### src/rtl/vector_sequencer.sv
// Purpose: stimulus controller driving LFSR operand pairs into an expression block, folding results into a MISR.
// Latency: first vector on a/b one cycle after start; each vector held SETTLE+1 cycles, captured on the last.
// Backpressure: none; start is ignored while busy, abort returns to IDLE in any state, rst overrides all.
//
// Ports:
//   clk, rst          single clock, synchronous active-high reset
//   start, abort      run control (start sampled in IDLE/DONE only; abort wins over start)
//   a, b              registered 30-bit operands to the device under test
//   y_in              30-bit result from the device under test
//   busy, done        status: busy in SETTLE/CAPTURE, done sticky in DONE
//   sig, vec_cnt      registered MISR signature and count of captured vectors
module vector_sequencer #(
    parameter int          NUM_VECTORS = 256,
    parameter int          SETTLE      = 1,
    parameter logic [59:0] SEED        = 60'h0123456789ABCDE
) (
    input  logic        clk,
    input  logic        rst,
    input  logic        start,
    input  logic        abort,
    output logic [29:0] a,
    output logic [29:0] b,
    input  logic [29:0] y_in,
    output logic        busy,
    output logic        done,
    output logic [29:0] sig,
    output logic [15:0] vec_cnt
);

    typedef enum logic [1:0] {
        S_IDLE,
        S_SETTLE,
        S_CAPTURE,
        S_DONE
    } state_t;

    // With no settle time a freshly driven vector is captured on the very next edge.
    localparam state_t      DRIVE_STATE = (SETTLE == 0) ? S_CAPTURE : S_SETTLE;
    localparam logic [3:0]  TIMER_LOAD  = (SETTLE == 0) ? 4'd0 : 4'(SETTLE - 1);
    localparam logic [15:0] LAST_IDX    = 16'(NUM_VECTORS - 1);

    state_t      state, state_nxt;
    logic [3:0]  timer, timer_nxt;
    logic [59:0] lfsr, lfsr_nxt;
    logic [59:0] ab_nxt;
    logic [29:0] sig_nxt;
    logic [15:0] cnt_nxt;
    logic [59:0] lfsr_step;
    logic        misr_fb;

    assign lfsr_step = {lfsr[58:0], lfsr[59] ^ lfsr[58]};
    assign misr_fb   = sig[29] ^ sig[5] ^ sig[3] ^ sig[0];

    always_ff @(posedge clk) begin
        if (rst) begin
            state   <= S_IDLE;
            timer   <= 4'd0;
            lfsr    <= SEED;
            a       <= 30'd0;
            b       <= 30'd0;
            sig     <= 30'd0;
            vec_cnt <= 16'd0;
        end else begin
            state   <= state_nxt;
            timer   <= timer_nxt;
            lfsr    <= lfsr_nxt;
            b       <= ab_nxt[59:30];
            a       <= ab_nxt[29:0];
            sig     <= sig_nxt;
            vec_cnt <= cnt_nxt;
        end
    end

    always_comb begin
        state_nxt = state;
        timer_nxt = timer;
        lfsr_nxt  = lfsr;
        ab_nxt    = {b, a};
        sig_nxt   = sig;
        cnt_nxt   = vec_cnt;

        if (abort) begin
            // Datapath registers keep their values so an aborted run can be inspected.
            state_nxt = S_IDLE;
        end else begin
            case (state)
                S_IDLE, S_DONE: begin
                    if (start) begin
                        lfsr_nxt  = SEED;
                        ab_nxt    = SEED;
                        sig_nxt   = 30'd0;
                        cnt_nxt   = 16'd0;
                        timer_nxt = TIMER_LOAD;
                        state_nxt = DRIVE_STATE;
                    end
                end
                S_SETTLE: begin
                    if (timer == 4'd0) begin
                        state_nxt = S_CAPTURE;
                    end else begin
                        timer_nxt = timer - 4'd1;
                    end
                end
                S_CAPTURE: begin
                    sig_nxt = {sig[28:0], misr_fb} ^ y_in;
                    cnt_nxt = vec_cnt + 16'd1;
                    if (vec_cnt == LAST_IDX) begin
                        // Last vector: operands stay on the bus, no further LFSR step.
                        state_nxt = S_DONE;
                    end else begin
                        lfsr_nxt  = lfsr_step;
                        ab_nxt    = lfsr_step;
                        timer_nxt = TIMER_LOAD;
                        state_nxt = DRIVE_STATE;
                    end
                end
                default: state_nxt = S_IDLE;
            endcase
        end
    end

    assign busy = (state == S_SETTLE) || (state == S_CAPTURE);
    assign done = (state == S_DONE);

endmodule

### config.mk
export PLATFORM = sky130hd
export DESIGN_NAME = vector_sequencer
export DESIGN_NICKNAME = d
export VERILOG_FILES = /design/src/rtl/vector_sequencer.sv
export SDC_FILE = /design/constraint.sdc
export NUM_CORES = 1
export LEC_CHECK = 0
export ABC_AREA = 0
export CORE_ASPECT_RATIO = 0.75
export CORE_MARGIN = 5
export CORE_UTILIZATION = 45
export DETAILED_ROUTE_END_ITERATION = 12
export GPL_TIMING_DRIVEN = 0
export PLACE_DENSITY = 0.78
export RECOVER_POWER = 100
export SLEW_MARGIN = 20
export SYNTH_ARGS = -nofsm -noshare
export SYNTH_HDL_FRONTEND = slang
export SYNTH_SLANG_ARGS = --single-unit
### constraint.sdc
create_clock -name clk -period 2.15 [get_ports clk]
set_input_delay 0.43 -clock clk [delete_from_list [all_inputs] [get_ports clk]]
set_output_delay 0.43 -clock clk [all_outputs]
set_load 0.02 [all_outputs]
* Word level (Yosys, flattened, before mapping) *
Index checks and enable logic that the tools add are counted.

operators by class
  add/sub/neg operators = 2
  multipliers = 0
  divide/modulo/power cells = 0
  order comparisons = 0
  equality and inequality tests = 8
  shift-type cells = 0
  multiplexer cells = 15
  bitwise operators = 6
  reduce and logical (&&, ||, !) cells = 10

operator list
  kind                     count
  $mux W60                 2
  $pmux W60 S2             1
  $pmux W30 S2             1
  $pmux W16 S2             1
  $mux W30                 1
  $xor A30 B30 Y30         1
  $add A16 B1 Y16 const B  1
  $eq A16 B8 Y1 const B    1
  $mux W16                 1
  $mux W4                  3
  $pmux W4 S3              1
  $ne A2 B2 Y1 const B     4
  $reduce_and A4 Y1        2
  $mux W2                  3
  $pmux W2 S3              1
  $eq A2 B2 Y1 const B     2
  $logic_not A4 Y1         1
  $reduce_or A2 Y1         2
  $sub A4 B1 Y4 const B    1
  $xor A1 B1 Y1            4
  $reduce_and A3 Y1        1
  $eq A2 B1 Y1 const B     1
  $logic_not A2 Y1         1
  $reduce_and A2 Y1        1
  other kinds (3)          3

storage, ports and cells
  bits in registers = 172
  bits in latches = 0
  bits in writable memories = 0
  memory bits (read-only) = 0
  input bits = 34
  output and inout bits = 108
  logic and storage cells = 48
  memories = 0

* Longest topological paths before layout *
Gate-level depths: netlist (run 1).

  depth after elaboration = 5
  depth in mapped cells = 9
  depth with buffers taken out = 6

* Worst setup path after synthesis (run 1) *
No wires, ideal clock.

  kind = register to register
  from = register state[0]
  to = register a[13]
  library setup time = 0.091 ns
  arrival = 1.841 ns
  setup slack = 0.219 ns
  cell stages (with the launch flop) = 9
  buffers on the path = 2
  period minus slack after synthesis = 1.931 ns
  cells stage by stage = dfxtp_1 -> inv_1 -> ha_1 -> nor2b_1 -> nor3_2 -> buf_2 -> clkbuf_1 -> a21oi_1 -> a311oi_1

between the ends
  word-level cells in the longest chain between the ends = 4

ends and longest elaborated chain
  element                                                       RTL line  source
  start, declared                                               42        state_t state, state_nxt;
  start signal, assigned                                        64        state <= state_nxt;
  $eq A2 B2 Y1 or $logic_not A2 Y1 (tied branches)              86        case (state)
  $reduce_or A2 Y1                                              86
  $ne A2 B2 Y1 (no line) or $reduce_bool A2 Y1 (tied branches)  --
  $reduce_and A4 Y1 (no line)                                   --
  end signal, assigned                                          68        a <= ab_nxt[29:0];
  end, declared                                                 21        output logic [29:0] a,

Several ways; a longest one is shown, not always the timed one.
A chain may end at the register's enable or synchronous reset.

* Worst setup path after layout (run 1) *
  from = register state[0]
  to = register a[0]

The elaborated chain is that of the path after synthesis.

==> flow_summary.toml, run 1 <==
[run_status]
status = "finished clean"

[clock_tree]
clock_latency_ns = 0.42
numClockSinks = 140
clock_path_buffers = 2
hold_buffers = 0
clk_pin_slew_ns = 0.06
cts-htree-levels = 4
cts_buffers = 17
cts_tree = "built"
cts-root-buf = "clkbuf_16"

[logic_synthesis]
ys_types = 47
synth_area_leaders = "dfxtp_1, a21oi_1, xor2_1, nand4_1, buf_4"
synthMostInstantiatedCell = "dfxtp_1"
synth_top_cell_by_area = "dfxtp_1"
synth_edf_count = 0
syn_inst = 675
synth.top_cell.area_share_pct = 46.3
async_reset_ff_share_pct = 0
synth_common_cells = "dfxtp_1, a21oi_1, nand2_1, nand4_1, inv_1"
ys_seq_area_share_pct = 46.3
syn_area_um2 = 6050
synth_seq_cells = 140
synth_area_per_cell_um2 = 8.96
yosys_warnings = 0
synth_nets = 716
ys.flop_type = "dfxtp_1"

[pwr]
p_clk_share_pct = 46.8
finalPower_mw = 6.10
internal-power_mw = 4.61
p_leak_nw = 3.16
p_per_area_nw_per_um2 = 729
pwr-share-seq_pct = 43.9
vdd.ir_drop.worst_uv = 655
power.share.switching_pct = 24.5
comb_power_share_pct = 9.3
power.switching_mw = 1.49

[floorplanning]
initial_core_util_pct = 46.3
fp.dieH_um = 110
die_w_um = 144
design.die.area_um2 = 15900
coreArea_um2 = 13100
fp-row-count = 36
pin_count = 142

[critical_path]
cp_max_fo = 10
regToRegEndpoint = "a[0]"
r2r_slack_ns = 0.03
cp_data_arrival_time_ns = 2.46
cp-end-kind = "flip-flop"
worstSetupPathType = "flip-flop to flip-flop"
worst_setup_path_start_kind = "flip-flop"
r2r-start = "state[0]"
required_ns = 2.49
r2r_cells = 8

[detailed_routing]
vias = 5675
drtIter0Drc = 467
totalWireLength_mm = 17.6
vias_per_cell = 5.57
antenna_left = 0
remaining_drc_errors = 0
routedWlPerCell_um = 17.2
dr.pass1.iters = 5

[cells_and_area]
fin_cells = 1019
multiInputGateArea_um2 = 2650
layout-drive-gt1-share_pct = 13.4
seq_area_um2 = 2800
antennaDiodeCount = 0
n_fill_cell = 1087
final_cell_area_um2 = 8370
fin_nets = 877
synthToLayoutAreaGrowth_pct = 38.4

[min_path]
holdPathEnd = "lfsr[52]"
hp-class = "flip-flop to flip-flop"
min_path_cells = 1
worstHoldStart = "lfsr[52]"

[placed_design]
gp_congestion = 0.846
place_area_um2 = 7660
portBuffers = 140
dp_hpwl_mm = 12.1
dp.cells = 986

[sta]
worst_pin_slew_ns = 0.717
hold_viol_final = 0
post-route-period-util_pct = 98.8
maxSlewViolCount = 0
fin_worst_skew_ns = 0.00862
fmax_mhz = 471
rsz0062_at_grt = "yes"
setup-violations-final = 0
relSlewSlack_pct = 52.2
tns_ns = 0
min_period_ns = 2.12

[grt]
first_global_vias = 5181
grt_pass1_wl_mm = 27.6
overflow = 0
grt_max_degree = 17
antenna_found_initial = 0
grtUsageTotal_pct = 22.0

[run]
drv_cap = 0
-- metal layers --
layer / share of wire [%] / vias up / GRT usage [%]
li1: - / 2726 / -
met1: 48 / 2687 / 32.0
met2: 43 / 239 / 31.6
met3: 8.4 / 23 / 6.55
met4: 1.5 / 0 / 5.85
met5: 0 / - / 0
-- worst max path at each step --
stage,from,end,depth (start not counted)
floorplan,state[0],a[13],8
global placement,abort,vec_cnt[4],6
detailed placement,abort,vec_cnt[5],6
CTS,state[0],b[8],7
global route,state[0],a[0],8
finish,state[0],a[0],8
-- kinds of logic after synthesis --
group / synth area share (%)
AOI/OAI and AO/OA: 20.6
and+or+nand+nor: 15.2
DFF: 46.3
buffers and inverters: 10.8
xor gates and xnor gates: 5.65
adders and majority gates: 1.45
-- repair_timing --
| item | CTS | global route |
|---|---|---|
| hold endpoints to repair | 0 | 0 |
| buffers inserted | 1 | 1 |
| gates resized for setup | 28 | 28 |
| setup endpoints to repair | 123 | 127 |
| gates cloned | 0 | 1 |
| pin swaps | 1 | 6 |
-- power by group through the flow --
stage / logic (mW) / registers (mW) / clock network, mW
after CTS: 0.559 / 2.68 / 2.87
after detailed placement: 0.544 / 2.74 / 0
final: 0.567 / 2.68 / 2.86
after global placement: 0.540 / 2.73 / 0
after global routing: 0.605 / 2.68 / 2.99
after floorplan: 0.242 / 2.79 / 0
-- flip-flops by register name, summed over array words and instances (netlist names) --
signal   count
state        2
a           30
b           30
lfsr        28
sig         30
vec_cnt     16
timer        4
-- cell type report --
| cell class | count | share of cell area, % |
|---|---|---|
| plain buffers | 90 | 6.85 |
| clock buffers | 20 | 5.34 |
| clock inverters | 11 | 1.45 |
| inverters | 37 | 1.66 |
| multi-input cells | 407 | 31.7 |
| flip-flops and latches | 140 | 33.5 |
| well taps | 171 | 2.56 |
| repair buffers | 143 | 17.0 |
-- cell usage in the layout, fill, tap and decap left out, drive strengths merged, types with 4 or more instances in the layout --
master         count
inv               37
or3                5
a21oi             89
xnor2              4
ha                 7
nor2              11
o22a              28
or4                5
dfxtp            140
clkdlybuf4s50    105
nor2b              5
dlygate4sd3       34
nand3             36
a311oi            28
xor2              35
buf               57
clkbuf            56
o31ai             13
clkinv             7
o21ai             34
nand4             43
nand2             42
-- worst max-delay path: stages, from the launching register on --
cell     delay [ns]
dfxtp_2        0.37
inv_1          0.06
ha_2           0.32
nor2b_1        0.20
nor3_4         0.33
buf_4          0.23
buf_4          0.21
nand4_1        0.12
a21oi_1        0.20
-- metrics by stage --
step                      worst slack, ns  hold WS (ns)  util (%)
after CTS                         -0.0299         0.466      63.5
after detailed placement           -0.375         0.451      58.7
final                              0.0266         0.469      64.1
after global placement             -0.392         0.445      58.7
after global routing              -0.0502         0.486      64.1
after floorplan                     0.219         0.436         -
Power figures use the tool's default switching activity.
==> run 2, diff against run 1 <==
--- a/config.mk
+++ b/config.mk
@@ -6,12 +6,14 @@
 export NUM_CORES = 1
 export LEC_CHECK = 0
 export ABC_AREA = 0
+export CAP_MARGIN = 20
 export CORE_ASPECT_RATIO = 0.75
 export CORE_MARGIN = 5
 export CORE_UTILIZATION = 45
+export CTS_BUF_LIST = sky130_fd_sc_hd__clkbuf_8
 export DETAILED_ROUTE_END_ITERATION = 12
 export GPL_TIMING_DRIVEN = 0
-export PLACE_DENSITY = 0.78
+export PLACE_DENSITY = 0.7
 export RECOVER_POWER = 100
 export SLEW_MARGIN = 20
 export SYNTH_ARGS = -nofsm -noshare
==> run 2 against run 1 <==
  * Global-route usage is 0.42 points higher
  * Final area decreased by 1.6%
  * Combinational power shrank 1%
  * Maximum frequency rose by 2.2%
  * Wire length rose by 1.1%
  * Largest cell class unchanged
  * Largest power group is now sequential cells
==> flow_summary.toml, run 2 (synthesis results as in run 1) <==
[run_status]
status = "finished clean"

[critical_path]
crit_cells = 2
worstSetupPathType = "flip-flop to output pin"
crit_chain = "buf_4 -> clkdlybuf4s50_1"
worst_setup_path_start_kind = "flip-flop"
required_ns = 1.72
critPathMaxStageDelay_ns = 0.59
r2r_cells = 9
r2r-start = "state[0]"
cpMaxStageDelayCell = "clkdlybuf4s50_1"
r2r_slack_ns = 0.08
cp_max_fo = 3
crit_family = "buffers and inverters"
cp-end-kind = "output pin"
regToRegEndpoint = "b[23]"
cp_data_arrival_time_ns = 1.65
worst-path-buf-inv = 2

[cells_and_area]
final_common_cell = "dfxtp_1"
synthToLayoutAreaGrowth_pct = 36.2
fin_cells = 1021
final_cell_mix = "dfxtp_1, clkdlybuf4s50_1, a21oi_1, nand4_1, nand2_1"
layout-drive-gt1-share_pct = 13.9
fin_nets = 878
fin_util_pct = 63.1
top_regs = "a (30), b (30), sig (30)"
seq_area_um2 = 2800
antennaDiodeCount = 0
n_fill_cell = 1122
multiInputGateArea_um2 = 2640

[pwr]
vdd.ir_drop.worst_uv = 366
power.share.switching_pct = 25.3
p_clk_share_pct = 42.1
power.switching_mw = 1.41
finalPower_mw = 5.58
p_per_area_nw_per_um2 = 677
comb_power_share_pct = 10.0
internal-power_mw = 4.17
p_leak_nw = 3.09
pwr-share-seq_pct = 47.9

[sta]
fin_worst_skew_ns = 0.0119
post-route-period-util_pct = 96.7
min_period_ns = 2.08
postLayoutSetupSlackWorst_ns = 0.0713
hold_viol_final = 0
worst_pin_slew_ns = 0.652
fmax_mhz = 481
whs_ns = 0.473
setup-violations-final = 0
maxSlewViolCount = 0
relSlewSlack_pct = 56.5

[clock_tree]
cts_buffers = 17
cts-htree-levels = 4
cts-root-buf = "clkbuf_8"
clk_pin_slew_ns = 0.08
numClockSinks = 140
cts_tree = "built"
clock_path_buffers = 2
clock_latency_ns = 0.44

[detailed_routing]
antenna_left = 0
vias = 5711
routedWlPerCell_um = 17.4
remaining_drc_errors = 0
dr.pass1.iters = 5
totalWireLength_mm = 17.8
drtIter0Drc = 399
vias_per_cell = 5.59

[grt]
grt_pass1_wl_mm = 28.2
overflow = 0
antenna_found_initial = 0
grtUsageTotal_pct = 22.4
first_global_vias = 5440
grt_max_degree = 17

[min_path]
worstHoldStart = "lfsr[52]"
holdPathEnd = "lfsr[52]"
hp-class = "flip-flop to flip-flop"
min_path_cells = 1

[floorplanning]
design.die.area_um2 = 15900
die_w_um = 144
initial_core_util_pct = 46.3
fp.dieH_um = 110
coreArea_um2 = 13100
fp-row-count = 36
pin_count = 142

[placed_design]
portBuffers = 140
dp_hpwl_mm = 13.0
dp_worst_setup_slack_ns = -0.394
gp_congestion = 0.838
dp.cells = 986

[run]
drv_cap = 0
## run 2: how the worst max path moves through the flow
stage,from,to
after detailed placement,abort,a[17]
after CTS,state[0],a[17]
after global placement,abort,vec_cnt[4]
after floorplan,state[0],a[13]
final,b[16],b[16]
after global routing,state[1],vec_cnt[9]
## run 2: power groups by stage
stage / Clock (mW) / Combinational [mW] / Sequential [mW]
2_1_floorplan: 0 / 0.242 / 2.79
3_3_place_gp: 0 / 0.537 / 2.73
3_5_place_dp: 0 / 0.548 / 2.73
4_1_cts: 2.37 / 0.560 / 2.67
5_1_grt: 2.50 / 0.601 / 2.68
6_report: 2.35 / 0.559 / 2.67
## run 2: worst register-to-register path: stages, from the launching register on
cell      delay (ns)
dfxtp_2         0.35
inv_1           0.10
ha_4            0.14
clkbuf_4        0.22
nor4bb_4        0.23
nand4_1         0.21
buf_6           0.22
clkbuf_2        0.21
nand4_1         0.19
o21ai_0         0.11
## run 2: metrics by stage
step	TNS, ns	cell area (µm²)
2_1_floorplan	0	6050
3_3_place_gp	-26.64	7660
3_5_place_dp	-30.77	7660
4_1_cts	-0.237	8180
5_1_grt	-0.0113	8240
6_report	0	8240
## run 2: layout make-up
cell class	count	area share (%)
well taps	171	2.60
inverters	37	1.69
multi-input cells	407	32.0
flip-flops and latches	140	34.0
plain buffers	91	7.02
clock buffers	18	3.01
clock inverters	14	2.35
repair buffers	143	17.3
## run 2: metal layers
layer	GRT usage [%]	share of wire, %	up-vias	wire length [µm]
met5	0	0	-	0
met4	4.44	0.83	0	147
met3	5.48	6.6	15	1160
met2	34.6	45	202	8000
met1	32.1	48	2775	8450
li1	-	-	2719	-
## run 2: timing repair
action,CTS,global route
pin swaps,1,9
hold buffers,0,0
cloned,0,0
buffers inserted,2,1
hold endpoints to repair,0,0
setup endpoints to repair,124,127
resized for setup,26,29
==> run 3, diff against run 2 <==
--- a/config.mk
+++ b/config.mk
@@ -8,7 +8,7 @@
 export ABC_AREA = 0
 export CAP_MARGIN = 20
 export CORE_ASPECT_RATIO = 0.75
-export CORE_MARGIN = 5
+export CORE_MARGIN = 2
 export CORE_UTILIZATION = 45
 export CTS_BUF_LIST = sky130_fd_sc_hd__clkbuf_8
 export DETAILED_ROUTE_END_ITERATION = 12
==> run 3 against run 2 <==
  * Clock skew is essentially flat
  * Core utilization stayed put
  * Count of clock-buffer cells in the layout unchanged
  * Global-route usage is 2.3 points higher
  * Highest routed layer unchanged
  * Sequential share of layout area did not move
  * Combinational power barely moved
  * Sequential power hardly changed
  * Via count fell by 0.11%
  * Register-to-register slack is essentially flat
  * Setup slack worse by 0.020 ns
  * Non-clock buffer count rose by 4
  * Critical endpoint is now a[0]
  * Final cell count grew 0.29%
  * Largest power group unchanged
==> flow_summary.toml, run 3 (synthesis results as in run 1) <==
[run_status]
status = "finished clean"

[sta]
hold_viol_final = 0
fmax_mhz = 476
setup-violations-final = 0
worst_pin_slew_ns = 0.708
min_period_ns = 2.10
post-route-period-util_pct = 97.6
whs_ns = 0.473
relSlewSlack_pct = 52.8
fin_worst_skew_ns = 0.0118
maxSlewViolCount = 0
tns_ns = 0

[cells_and_area]
final_common_cell = "dfxtp_1"
fin_util_pct = 63.1
fin_nets = 882
layout-drive-gt1-share_pct = 14.0
synthToLayoutAreaGrowth_pct = 36.2
n_fill_cell = 1137
antennaDiodeCount = 0
top_regs = "a (30), b (30), sig (30)"
final_cell_mix = "dfxtp_1, dlygate4sd3_1, a21oi_1, clkdlybuf4s50_1, nand4_1"

[pwr]
p_clk_share_pct = 40.3
pwr-share-seq_pct = 49.4
p_leak_nw = 3.31
internal-power_mw = 4.03
comb_power_share_pct = 10.4
power.switching_mw = 1.38
power.share.switching_pct = 25.5
vdd.ir_drop.worst_uv = 386
p_per_area_nw_per_um2 = 657
finalPower_mw = 5.41

[placed_design]
dp_hpwl_mm = 12.6
gp_congestion = 0.848
portBuffers = 140

[detailed_routing]
routedWlPerCell_um = 17.1
topRoutingLayerUsed = "met4"
vias_per_cell = 5.57
antenna_left = 0
vias = 5705
met2_length_mm = 7.98
wl_met3_mm = 1.17
remaining_drc_errors = 0
met1Wirelength_mm = 8.15
totalWireLength_mm = 17.5
dr.pass1.iters = 5
drtIter0Drc = 411

[grt]
grt_pass1_wl_mm = 27.9
overflow = 0
antenna_found_initial = 0
grtUsageTotal_pct = 24.7
grt_max_degree = 17
first_global_vias = 5342

[min_path]
hp-class = "flip-flop to flip-flop"

[critical_path]
cp_data_arrival_time_ns = 1.67
cp-end-kind = "output pin"
worst_setup_path_start_kind = "flip-flop"
worstSetupPathType = "flip-flop to output pin"
cp_max_fo = 4
required_ns = 1.72

[clock_tree]
numClockSinks = 140
clk_pin_slew_ns = 0.07
cts-htree-levels = 4
clock_path_buffers = 2
cts_tree = "built"
cts_buffers = 17
clock_latency_ns = 0.46
cts-root-buf = "clkbuf_8"
hold_buffers = 0

[run]
drv_cap = 0

[floorplanning]
die_w_um = 138
coreArea_um2 = 13100
initial_core_util_pct = 46.3
design.die.area_um2 = 14400
fp-row-count = 36
pin_count = 142
fp.dieH_um = 104
-- run 3: final timing paths --
path | startpoint | to | slack [ns] | cells past startpoint
max | a[0] | a[0] | 0.05 | 2
min reg2reg | lfsr[13] | lfsr[13] | 0.47 | 1
max reg2reg | state[0] | a[16] | 0.07 | 10
min | lfsr[13] | lfsr[13] | 0.47 | 1
-- run 3: routing by layer --
metal / global-route usage, % / vias to the layer above
li1: - / 2730
met1: 35.5 / 2754
met2: 37.4 / 194
met3: 5.02 / 27
met4: 6.92 / 0
met5: 0 / -
-- run 3: critical path, cell delays in order (launching register included) --
cell and delay [ns]:
dfxtp_1 0.45, clkbuf_4 0.18, clkdlybuf4s50_1 0.59
-- run 3: area by class of cell --
| type | count | area [µm²] | share of cell area, % |
|---|---|---|---|
| clock buffers | 18 | 248 | 3.01 |
| inverters | 37 | 139 | 1.69 |
| plain buffers | 91 | 576 | 6.99 |
| flip-flops and latches | 140 | 2800 | 34.0 |
| clock inverters | 13 | 153 | 1.85 |
| multi-input cells | 407 | 2660 | 32.2 |
| well taps | 171 | 214 | 2.60 |
| repair buffers | 147 | 1450 | 17.6 |
-- run 3: repair_timing --
action                     in CTS  in global routing
resized for setup              31                 25
pin swaps                       1                  4
setup endpoints to repair     124                124
buffers inserted                2                  3
cloned                          0                  2
-- run 3: power by group through the flow --
stage | Sequential [mW] | Combinational [mW] | Clock, mW
after floorplan | 2.79 | 0.242 | 0
after global placement | 2.73 | 0.536 | 0
after detailed placement | 2.73 | 0.545 | 0
after CTS | 2.67 | 0.559 | 2.20
after global routing | 2.68 | 0.609 | 2.30
final | 2.67 | 0.562 | 2.18
-- run 3: stage by stage --
stage	std cells	worst slack, ns	instance area, µm²
floorplan	675	0.219	6050
global placement	986	-0.357	7660
detailed placement	986	-0.383	7660
CTS	1019	-0.00449	8150
global route	1024	-0.00523	8240
finish	1024	0.0511	8240
